**src/rtl/chimera_pmu_cluster_seq.sv**
```systemverilog
// chimera_pmu_cluster_seq
// Power sequencer for NumClusters independent cluster power domains. Each
// cluster runs its own FSM:
//   OFF -> WAKE_RST -> WAKE_ISO -> ON -> SLP_ISO -> SLP_CLK -> OFF
// This ordering keeps the cluster clock running while reset is held and
// releases isolation only after reset. On the way down, isolation is applied
// before the clock is gated and reset is asserted last.
//
// Ports (each vector has one bit per cluster):
//   clk_i              soc clock (single domain)
//   rst_i              synchronous active-high reset
//   target_on_i        level request: 1 = powered/running, 0 = off
//   iso_ack_clusters_i isolation acknowledge from the cluster domain
//   clear_timeout_i    single-cycle pulse, clears sticky timeout flag
//   rst_clusters_no    active-low cluster reset
//   iso_en_clusters_o  isolation enable
//   clk_gate_en_o      1 = cluster clock gated
//   on_o               1 while in ON
//   busy_o             1 while in a transitional state
//   timeout_o          sticky acknowledge-timeout flag
module chimera_pmu_cluster_seq #(
  parameter int NumClusters = 5,
  parameter int RstCycles   = 16,
  parameter int AckTimeout  = 256
) (
  input  logic                   clk_i,
  input  logic                   rst_i,
  input  logic [NumClusters-1:0] target_on_i,
  input  logic [NumClusters-1:0] iso_ack_clusters_i,
  input  logic [NumClusters-1:0] clear_timeout_i,
  output logic [NumClusters-1:0] rst_clusters_no,
  output logic [NumClusters-1:0] iso_en_clusters_o,
  output logic [NumClusters-1:0] clk_gate_en_o,
  output logic [NumClusters-1:0] on_o,
  output logic [NumClusters-1:0] busy_o,
  output logic [NumClusters-1:0] timeout_o
);

  localparam int WaitW = $clog2(AckTimeout + 1);
  localparam logic [7:0]       RstLoad  = 8'(RstCycles - 1);
  // The wait state is left on its AckTimeout-th cycle (count starts at 0 on entry).
  localparam logic [WaitW-1:0] WaitLast = WaitW'(AckTimeout - 1);
  localparam logic [WaitW-1:0] WaitMax  = WaitW'(AckTimeout);
  localparam logic [WaitW-1:0] WaitOne  = WaitW'(1);
  localparam logic [WaitW-1:0] WaitZero = WaitW'(0);

  typedef enum logic [2:0] {
    ST_OFF      = 3'd0,
    ST_WAKE_RST = 3'd1,
    ST_WAKE_ISO = 3'd2,
    ST_ON       = 3'd3,
    ST_SLP_ISO  = 3'd4,
    ST_SLP_CLK  = 3'd5
  } state_e;

  // Output pattern per state: {rst_no, iso_en, clk_gate_en, on, busy}.
  localparam logic [4:0] OutOff = 5'b01100;

  function automatic logic [4:0] decode_outputs(input state_e st);
    logic [4:0] res;
    case (st)
      ST_OFF:      res = 5'b01100;
      ST_WAKE_RST: res = 5'b01001;
      ST_WAKE_ISO: res = 5'b10001;
      ST_ON:       res = 5'b10010;
      ST_SLP_ISO:  res = 5'b11001;
      ST_SLP_CLK:  res = 5'b11101;
      default:     res = 5'b01100;
    endcase
    return res;
  endfunction

  for (genvar g = 0; g < NumClusters; g++) begin : g_cluster
    state_e           state_r, state_next_s;
    logic [7:0]       rst_cnt_r, rst_cnt_next_s;
    logic [WaitW-1:0] wait_cnt_r, wait_cnt_next_s, wait_inc_s;
    logic             timeout_r, timeout_next_s, set_timeout_s;
    logic             wait_expired_s;
    logic [4:0]       out_r;

    // Next-state, counter and timeout-flag logic for one cluster.
    always_comb begin
      state_next_s    = state_r;
      rst_cnt_next_s  = rst_cnt_r;
      wait_cnt_next_s = wait_cnt_r;
      set_timeout_s   = 1'b0;
      wait_expired_s  = (wait_cnt_r >= WaitLast);
      // Saturating increment: the wait counter never wraps.
      if (wait_cnt_r != WaitMax) begin
        wait_inc_s = wait_cnt_r + WaitOne;
      end else begin
        wait_inc_s = wait_cnt_r;
      end
      case (state_r)
        ST_OFF: begin
          if (target_on_i[g]) begin
            state_next_s   = ST_WAKE_RST;
            rst_cnt_next_s = RstLoad;
          end else begin
            state_next_s = ST_OFF;
          end
        end
        ST_WAKE_RST: begin
          if (rst_cnt_r == 8'd0) begin
            state_next_s    = ST_WAKE_ISO;
            wait_cnt_next_s = WaitZero;
          end else begin
            rst_cnt_next_s = rst_cnt_r - 8'd1;
          end
        end
        ST_WAKE_ISO: begin
          // Isolation release is acknowledged by ack going low.
          if (!iso_ack_clusters_i[g]) begin
            state_next_s = ST_ON;
          end else if (wait_expired_s) begin
            state_next_s  = ST_ON;
            set_timeout_s = 1'b1;
          end else begin
            wait_cnt_next_s = wait_inc_s;
          end
        end
        ST_ON: begin
          if (!target_on_i[g]) begin
            state_next_s    = ST_SLP_ISO;
            wait_cnt_next_s = WaitZero;
          end else begin
            state_next_s = ST_ON;
          end
        end
        ST_SLP_ISO: begin
          if (iso_ack_clusters_i[g]) begin
            state_next_s = ST_SLP_CLK;
          end else if (wait_expired_s) begin
            state_next_s  = ST_SLP_CLK;
            set_timeout_s = 1'b1;
          end else begin
            wait_cnt_next_s = wait_inc_s;
          end
        end
        ST_SLP_CLK: begin
          state_next_s = ST_OFF;
        end
        default: begin
          state_next_s = ST_OFF;
        end
      endcase
      // Set has priority over a simultaneous clear.
      if (set_timeout_s) begin
        timeout_next_s = 1'b1;
      end else if (clear_timeout_i[g]) begin
        timeout_next_s = 1'b0;
      end else begin
        timeout_next_s = timeout_r;
      end
    end

    // State, counters, sticky flag and registered outputs for one cluster.
    always_ff @(posedge clk_i) begin
      if (rst_i) begin
        state_r    <= ST_OFF;
        rst_cnt_r  <= 8'd0;
        wait_cnt_r <= WaitZero;
        timeout_r  <= 1'b0;
        out_r      <= OutOff;
      end else begin
        state_r    <= state_next_s;
        rst_cnt_r  <= rst_cnt_next_s;
        wait_cnt_r <= wait_cnt_next_s;
        timeout_r  <= timeout_next_s;
        // Outputs are registered from the next state so they align with state_r.
        out_r      <= decode_outputs(state_next_s);
      end
    end

    assign rst_clusters_no[g]   = out_r[4];
    assign iso_en_clusters_o[g] = out_r[3];
    assign clk_gate_en_o[g]     = out_r[2];
    assign on_o[g]              = out_r[1];
    assign busy_o[g]            = out_r[0];
    assign timeout_o[g]         = timeout_r;
  end

endmodule
```
**config.mk**
```make
export PLATFORM = sky130hd
export DESIGN_NAME = chimera_pmu_cluster_seq
export DESIGN_NICKNAME = d
export VERILOG_FILES = /design/src/rtl/chimera_pmu_cluster_seq.sv
export SDC_FILE = /design/constraint.sdc
export NUM_CORES = 1
export LEC_CHECK = 0
export CORE_ASPECT_RATIO = 0.7
export CORE_MARGIN = 4
export CORE_UTILIZATION = 55
export CTS_CLUSTER_DIAMETER = 200
export DETAILED_ROUTE_END_ITERATION = 6
export PLACE_DENSITY = 0.75
export SLEW_MARGIN = 25
export SYNTH_ARGS = -nofsm -noshare
export SYNTH_HDL_FRONTEND = slang
export SYNTH_SLANG_ARGS = --single-unit
```
**constraint.sdc**
```tcl
create_clock -name clk_i -period 3.8 [get_ports clk_i]
set_clock_uncertainty 0.05 [all_clocks]
set_input_delay 0.57 -clock clk_i [delete_from_list [all_inputs] [get_ports clk_i]]
set_output_delay 0.57 -clock clk_i [all_outputs]
set_load 0.05 [all_outputs]
```
==> results of run 1 <==
## layout by cell type, fill, tap and decap left out, drive strengths merged, types with 5 or more instances in the layout
cell type,n
xnor2,15
o21ai,21
a21oi,53
clkdlybuf4s50,45
buf,9
a21o,6
and4,6
a211oi,18
clkbuf,22
nor3b,9
o211ai,5
a311oi,9
or3b,5
ha,22
nor3,28
nand3b,7
or4,13
and3,8
o31ai,8
inv,48
or3,9
nand2b,23
nor4bb,5
nor2b,5
dfxtp,130
nor4b,7
a31oi,5
nand3,30
nor2,94
clkinv,5
xor2,33
nor4,11
nand4,5
or2,9
nand2,35
## layer usage
metal	GRT usage	up-vias	share of wire
met5	0	-	0
li1	-	2847	-
met2	0.315	136	0.45
met3	0.0495	16	0.047
met1	0.275	2680	0.49
met4	0.0737	0	0.011
## stage by stage
step / area (µm²) / util / instances
2_1_floorplan: 6630 / - / 779
3_3_place_gp: 7140 / 0.609 / 948
3_5_place_dp: 7140 / 0.609 / 948
4_1_cts: 7690 / 0.656 / 977
5_1_grt: 7690 / 0.656 / 977
6_report: 7690 / 0.656 / 977
## power by group
part | switching (mW) | total, mW | leakage (nW) | internal, mW
clock | 0.547 | 1.53 | 0.275 | 0.982
combinational | 0.770 | 1.28 | 1.43 | 0.511
sequential | 0.200 | 1.74 | 1.06 | 1.54
total | 1.52 | 4.55 | 2.76 | 3.03
## area by class of cell
class	instances	area [µm²]	area share
flip-flops and latches	130	2600	0.338
inverters	48	180	0.0234
well taps	157	196	0.0255
repair buffers	54	515	0.0670
clock inverters	7	85.1	0.0111
clock buffers	22	464	0.0604
multi-input cells	559	3640	0.474
## worst max path at each step
stage,from,end,slack [ps],cells past startpoint
6_report,g_cluster[2].wait_cnt_r[0]$_SDFFE_PP0P_,g_cluster[2].wait_cnt_r[6]$_SDFFE_PP0P_,1190,9
5_1_grt,g_cluster[2].wait_cnt_r[1]$_SDFFE_PP0P_,g_cluster[2].wait_cnt_r[5]$_SDFFE_PP0P_,960,9
4_1_cts,g_cluster[2].wait_cnt_r[0]$_SDFFE_PP0P_,g_cluster[2].wait_cnt_r[5]$_SDFFE_PP0P_,1200,9
3_5_place_dp,iso_ack_clusters_i[4],g_cluster[4].wait_cnt_r[1]$_SDFFE_PP0P_,1040,6
3_3_place_gp,iso_ack_clusters_i[4],g_cluster[4].wait_cnt_r[1]$_SDFFE_PP0P_,1080,6
2_1_floorplan,g_cluster[2].wait_cnt_r[0]$_SDFFE_PP0P_,g_cluster[2].wait_cnt_r[2]$_SDFFE_PP0P_,1540,10
## cells by family after synthesis
kind of cell,after synthesis,share of synthesized area
AOI/OAI and AO/OA,165,0.175
xor gates and xnor gates,48,0.0635
adders and majority gates,22,0.0415
buffers and inverters,90,0.0572
DFF,130,0.393
muxes,3,0.00491
and+or+nand+nor,321,0.266
## worst register-to-register path, cell delays in order (launching register included)
cell,delay [ps]
dfxtp_1,330
ha_1,230
nand2_1,130
nor2_1,70
ha_1,160
or2_2,300
a311oi_1,390
o311ai_2,280
or4_1,480
a21oi_1,140
## state kept, by name, indices dropped and copies added (netlist names)
name                  cells
g_cluster.out_r          25
g_cluster.rst_cnt_r      40
g_cluster.state_r        15
g_cluster.timeout_r       5
g_cluster.wait_cnt_r     45
==> metrics.txt, run 1 <==
status=finished, final reports clean; most instantiated library cell after synthesis=dfxtp_1; num rows=33; hold buffers post-CTS=0; Clock Sinks=130; Slowest cell on crit path=or4_1; peak supply drop=0.383 mV; Detail Route Antenna Nets=0; reg2reg start=g_cluster[2].wait_cnt_r[0]$_SDFFE_PP0P_; syn_area_per_cell=8.50 µm²; CTS tree=built; min Tclk post-route=2610 ps; first-pass GRT wire length=23.8 mm; Seq/Total Area, Yosys=0.393; Final Worst Setup Slack=1190 ps; Hold Crit Depth=2; Setup Viol. Count Final=0; Critical Path Source Type=flip-flop; Place WS=1040 ps; Chip Height=99.8 µm; post-CTS sizing=0; vias=5679; Yosys reg bits=130; Setup TNS Final=0 ps; initial antenna violation count=0; most frequent CP cell=ha_1; Pwr Density=591 nW/µm²; Max Cap Viol=0; RSZ-0062 raised after global routing=false; die extent in x=139 µm; largest net degree at the start of global routing=37; async set or reset register ratio after synthesis=0; area delta synth->final=16.1%; Tot Pwr=4.55 mW; CP arrival=2910 ps; slew margin rel.=0.469; post-synth top area share=0.393; latest clock arrival within the worst-skew pair=410 ps; R2R Setup Slk=1190 ps; leakage power=2.76 nW; Crit path max-delay family=simple AND/OR/NAND/NOR gates; worst hold start=g_cluster[3].timeout_r$_SDFFE_PP0P_; Mapped Area=6630 µm²; Crit. End Element=flip-flop; main flop type after synthesis=dfxtp_1; drt initial violations=318; IO buf count=46; Tcrit/Tclk final=0.688; Die Area=13900 µm²; area leader, netlist=dfxtp_1; Critical R2R Capture=g_cluster[2].wait_cnt_r[6]$_SDFFE_PP0P_; GR Util All Layers=0.202; final WL=13.9 mm; Core Region=11700 µm²; GR Overflow Total=0; pins over their slew limit=0; Crit Path Max Fanout=13; root buffer cell=clkbuf_16; delay of the slowest critical-path stage=480 ps; Clock Pin Slew Worst Setup and Hold Paths=50 ps; worst hold path type=flip-flop to flip-flop; Routed WL per cell=14.2 µm; synthesized net count=818; number of synthesized flops with an enable pin=0; Post-CTS Setup Bufs=0; Syn Inst Count=779; clk buf depth=2; vias in the first global route=5115; num ports=47; post-synthesis cell type count=76; Ant. Diodes=0; Num CTS Buffers=17; GPL Wtd Cong=0.856; Setup CP Type=flip-flop to flip-flop; final hold vios=0; half-perimeter wire length after placement=9.44 mm; First-pass DRT Iterations=5; H-tree lvl count=4; DRC=0; WP buf/inv=0; layout cells sized above 1=0.0780; top cells by area, synth=dfxtp_1 39%, nor2_1 5.3%, xor2_1 4.4%; vias per inst=5.81; r2r worst-path depth=9; Ys Warns=0; Hold EP=g_cluster[3].timeout_r$_SDFFE_PP0P_; worst slew pin tran=796 ps; Initial Util=0.565; Filler Cell Count=925; commonest cells in the netlist=130 x dfxtp_1, 94 x nor2_1, 51 x a21oi_1, 48 x inv_1, 35 x nand2_1; Min Hold Slack=421 ps; critical path required time=4090 ps; nets@finish=849; FMAX=382 MHz; crit path cell chain=ha_1, nand2_1, nor2_1, ha_1, or2_2, a311oi_1, o311ai_2, or4_1, a21oi_1
Note: power is estimated with default switching activity, not from simulation.
==> run 2: changes to the inputs <==
==> constraint.sdc (replaced) <==
create_clock -name clk_i -period 2.5 [get_ports clk_i]
set_clock_uncertainty 0.05 [all_clocks]
set_input_delay 0.375 -clock clk_i [delete_from_list [all_inputs] [get_ports clk_i]]
set_output_delay 0.375 -clock clk_i [all_outputs]
set_load 0.05 [all_outputs]
==> metrics.txt, run 2 (same netlist as run 1, synthesis figures left out) <==
pins over their slew limit=0; FMAX=418 MHz; first-pass GRT wire length=25.0 mm; GPL Wtd Cong=0.915; vias=5875; root buffer cell=clkbuf_16; Slowest cell on crit path=or4_1; Setup Viol. Count Final=0; First-pass DRT Iterations=5; slew margin rel.=0.406; most frequent cells in the layout=130 x dfxtp_1, 94 x nor2_1, 51 x a21oi_1, 48 x inv_1, 45 x clkdlybuf4s50_1; Initial Util=0.565; Crit. End Element=flip-flop; largest registers=g_cluster.wait_cnt_r: 45 flops, g_cluster.rst_cnt_r: 40 flops, g_cluster.out_r: 25 flops; final WL=14.8 mm; Max Cap Viol=0; min Tclk post-route=2390 ps; Core Region=11700 µm²; IO buf count=46; latest clock arrival within the worst-skew pair=410 ps; Most flops, register=g_cluster.wait_cnt_r; Critical Path Source Type=flip-flop; Ant. Diodes=0; GR Util All Layers=0.212; crit path cell chain=ha_2, nand2_2, nor2_1, ha_1, or2_4, a311oi_4, o311ai_4, or4_1, a21oi_1; Detail Route Antenna Nets=0; Pwr Density=888 nW/µm²; Crit Path Max Fanout=6; area delta synth->final=21.6%; layout cells sized above 1=0.129; delay of the slowest critical-path stage=500 ps; vias per inst=5.80; Clock Pin Slew Worst Setup and Hold Paths=60 ps; leakage power=2.95 nW; critical path required time=2790 ps; die extent in x=139 µm; status=finished, final reports clean; vias in the first global route=5557; H-tree lvl count=4; Chip Height=99.8 µm; leading cell type in the layout, fill and taps excluded=dfxtp_1; nets@finish=882; largest net degree at the start of global routing=24; RSZ-0062 raised after global routing=false; Setup TNS Final=0 ps; Die Area=13900 µm²; num rows=33; worst slew pin tran=889 ps; Tcrit/Tclk final=0.957; peak supply drop=0.628 mV; Clock Sinks=130; num ports=47; worst hold path type=input port to flip-flop; CP arrival=2690 ps; DRC=0; half-perimeter wire length after placement=10.2 mm; initial antenna violation count=0; Routed WL per cell=14.6 µm; CTS tree=built; Setup CP Type=flip-flop to flip-flop; Num CTS Buffers=17; Final Util=0.687; number of flip-flops in the largest register=45; clk buf depth=2; final hold vios=0; Tot Pwr=7.16 mW; hold buffers post-CTS=0; GR Overflow Total=0; drt initial violations=326
[run 2: path summary, 6_finish.rpt]
kind,from,endpoint,slack (ps),cells after the start
min,rst_i,g_cluster[4].timeout_r$_SDFFE_PP0P_,270,2
max reg2reg,g_cluster[2].wait_cnt_r[0]$_SDFFE_PP0P_,g_cluster[2].wait_cnt_r[6]$_SDFFE_PP0P_,110,9
max,g_cluster[2].wait_cnt_r[0]$_SDFFE_PP0P_,g_cluster[2].wait_cnt_r[6]$_SDFFE_PP0P_,110,9
min reg2reg,g_cluster[3].wait_cnt_r[7]$_SDFFE_PP0P_,g_cluster[3].wait_cnt_r[7]$_SDFFE_PP0P_,410,2
[run 2: report_power, final]
| group | switching, mW | internal (mW) |
|---|---|---|
| clock network | 0.880 | 1.52 |
| logic | 1.27 | 0.890 |
| registers | 0.263 | 2.34 |
[run 2: metal layers]
layer	global-route usage	vias to the layer above	routed length, µm	share of wire
met1	0.286	2788	7200	0.49
met4	0.0737	0	126	0.0085
met3	0.0490	14	742	0.050
li1	-	2918	-	-
met2	0.339	155	6730	0.45
met5	0	-	0	0
[run 2: critical path: cells and delay by family, from the launching register on]
| kind | cells | cell delay (ps) |
|---|---|---|
| flip-flops | 1 | 340 |
| AND/OR/NAND/NOR | 4 | 900 |
| AO/OA/AOI/OAI | 3 | 650 |
| adder cells (fa/ha/maj) | 2 | 380 |
[run 2: area by class of cell]
cell class	count	area, µm²
multi-input cells	560	3740
fillers	927	3670
flip-flops and latches	130	2600
repair buffers	86	756
clock buffers	23	508
well taps	157	196
inverters	48	180
clock inverters	9	77.6
[run 2: repair_timing]
action / in CTS / in global routing
gates resized for setup: 4 / 9
endpoints found under the setup margin: 6 / 11
setup buffers: 0 / 3
pin swaps: 0 / 4
cloned: 0 / 1
[run 2: stage by stage]
step	hold WS [ps]	setup WS, ps	cells	area (µm²)
2_1_floorplan	385	241	779	6630
3_3_place_gp	402	66.7	977	7360
3_5_place_dp	403	-126	977	7360
4_1_cts	254	17.0	1009	7980
5_1_grt	259	14.4	1013	8060
6_report	270	108	1013	8060
==> run 3: changes to the inputs <==
--- a/config.mk
+++ b/config.mk
@@ -5,12 +5,14 @@
 export SDC_FILE = /design/constraint.sdc
 export NUM_CORES = 1
 export LEC_CHECK = 0
+export CELL_PAD_IN_SITES_DETAIL_PLACEMENT = 0
+export CELL_PAD_IN_SITES_GLOBAL_PLACEMENT = 1
 export CORE_ASPECT_RATIO = 0.7
 export CORE_MARGIN = 4
-export CORE_UTILIZATION = 55
+export CORE_UTILIZATION = 45
 export CTS_CLUSTER_DIAMETER = 200
 export DETAILED_ROUTE_END_ITERATION = 6
-export PLACE_DENSITY = 0.75
+export PLACE_DENSITY_LB_ADDON = 0.1
 export SLEW_MARGIN = 25
 export SYNTH_ARGS = -nofsm -noshare
 export SYNTH_HDL_FRONTEND = slang
==> metrics.txt, run 3 (same netlist as run 1, synthesis figures left out) <==
Max Cap Viol=0; worst slew pin tran=878 ps; CTS tree=built; clk buf depth=2; Sequential Area=2600 µm²; Setup Viol. Count Final=0; leading cell type in the layout, fill and taps excluded=dfxtp_1; RSZ-0062 raised after global routing=false; Chip Height=110 µm; number of flip-flops in the largest register=45; peak supply drop=0.507 mV; Cells after DPL=1009; num rows=36; largest registers=g_cluster.wait_cnt_r: 45 flops, g_cluster.rst_cnt_r: 40 flops, g_cluster.out_r: 25 flops; H-tree lvl count=4; status=finished, final reports clean; CP arrival=2710 ps; Filler Cell Count=1251; Cell Int Power=4.79 mW; reg2reg start=g_cluster[2].wait_cnt_r[5]$_SDFFE_PP0P_; Ant. Diodes=0; final WL=14.9 mm; Tcrit/Tclk final=0.961; vias in the first global route=5413; vias per inst=5.50; leakage power=2.96 nW; dpl cell area=7390 µm²; fin cells=1049; Num CTS Buffers=17; DRC=0; min Tclk post-route=2400 ps; R2R Setup Slk=100 ps; P_sw=2.42 mW; critical path required time=2800 ps; Final Util=0.576; half-perimeter wire length after placement=10.1 mm; GR Util All Layers=0.179; Core Region=14100 µm²; Crit. End Element=flip-flop; CP endpoint=g_cluster[2].wait_cnt_r[5]$_SDFFE_PP0P_; Setup CP Type=flip-flop to flip-flop; IO buf count=46; First-pass DRT Iterations=5; vias=5766; die extent in x=153 µm; Critical Path Source Type=flip-flop; r2r worst-path depth=9; Detail Route Antenna Nets=0; GPL Wtd Cong=0.806; Setup TNS Final=0 ps; largest net degree at the start of global routing=29; FMAX=416 MHz; hold buffers post-CTS=0; clock power share=0.339; slew margin rel.=0.413; Routed WL per cell=14.2 µm; most frequent cells in the layout=130 x dfxtp_1, 94 x nor2_1, 50 x a21oi_1, 48 x inv_1, 45 x clkdlybuf4s50_1; Clock Pin Slew Worst Setup and Hold Paths=60 ps; latest clock arrival within the worst-skew pair=420 ps; switching part of the total power=0.336; Initial Util=0.468; pins over their slew limit=0; Finished Cell Area=8150 µm²; drt initial violations=329; layout cells sized above 1=0.135; Most flops, register=g_cluster.wait_cnt_r; area delta synth->final=22.9%; num ports=47; Die Area=16800 µm²; sequential group share of total power=0.362; initial antenna violation count=0; Clock Sinks=130; Tot Pwr=7.21 mW; final hold vios=0; Critical R2R Capture=g_cluster[2].wait_cnt_r[5]$_SDFFE_PP0P_; Pwr Density=885 nW/µm²; GR Overflow Total=0; CP Launch Point=g_cluster[2].wait_cnt_r[5]$_SDFFE_PP0P_; Crit Path Max Fanout=5; nets@finish=885; root buffer cell=clkbuf_16; Gate power share=0.299; worst hold path type=flip-flop to flip-flop; first-pass GRT wire length=25.0 mm; area of the multi-input gates=3760 µm²
-- run 3: cell types whose count changed in the layout (fill, tap and decap cells not counted), moves of 2 or more --
cell,change
buf_4,+3
clkbuf_1,+3
clkbuf_8,-3
clkinv_4,+2
clkinvlp_4,-2
-- run 3: metal layers --
metal,GRT usage,part of all wire,up-vias
met1,0.235,0.50,2722
met2,0.289,0.45,85
met4,0.0776,0.016,0
met5,0,0,-
li1,-,-,2934
met3,0.0397,0.033,25
-- run 3: cell type report --
cell class / instances / area share
Tap cell: 190 / 0.0292
Timing Repair Buffer: 89 / 0.0955
Clock inverter: 9 / 0.0129
Sequential cell: 130 / 0.320
Multi-Input combinational cell: 560 / 0.462
Clock buffer: 23 / 0.0587
Inverter: 48 / 0.0221
-- run 3: critical path, stage by stage, from the launching register on --
cell      delay [ps]
dfxtp_1          340
and4_4           230
nand2_1           70
nor2_1            40
ha_1             170
or2_4            260
a311oi_4         350
o311ai_4         160
or4_4            560
a21oi_2          120
-- run 3: power by group through the flow --
| stage | clock, mW | combinational [mW] | sequential (mW) |
|---|---|---|---|
| finish | 2.44 | 2.16 | 2.61 |
| global route | 2.60 | 2.38 | 2.66 |
| CTS | 2.51 | 2.07 | 2.61 |
| detailed placement | 0 | 2.04 | 2.65 |
| global placement | 0 | 2.01 | 2.64 |
| floorplan | 0 | 1.35 | 2.78 |
-- run 3: per-stage QoR --
step / worst slack [ps] / hold WS [ps]
after detailed placement: -63.5 / 402
after global placement: 48.5 / 400
after global routing: 6.03 / 421
after CTS: 22.7 / 399
after floorplan: 241 / 385
final: 96.6 / 407
-- run 3: how the worst min path moves through the flow --
stage               cells after the start                                       to                                     from
floorplan                               2  g_cluster[3].wait_cnt_r[7]$_SDFFE_PP0P_  g_cluster[3].wait_cnt_r[7]$_SDFFE_PP0P_
global placement                        2  g_cluster[3].wait_cnt_r[7]$_SDFFE_PP0P_  g_cluster[3].wait_cnt_r[7]$_SDFFE_PP0P_
detailed placement                      2  g_cluster[3].wait_cnt_r[7]$_SDFFE_PP0P_  g_cluster[3].wait_cnt_r[7]$_SDFFE_PP0P_
CTS                                     2       g_cluster[3].state_r[2]$_SDFF_PP0_                                    rst_i
global route                            2       g_cluster[3].state_r[2]$_SDFF_PP0_                                    rst_i
finish                                  2  g_cluster[3].wait_cnt_r[7]$_SDFFE_PP0P_  g_cluster[3].wait_cnt_r[7]$_SDFFE_PP0P_
-- run 3: timing repair --
item / CTS / global route
gates cloned: 0 / 1
setup endpoints to repair: 3 / 13
gates resized for setup: 3 / 16
pin swaps: 0 / 6
setup buffers: 0 / 7
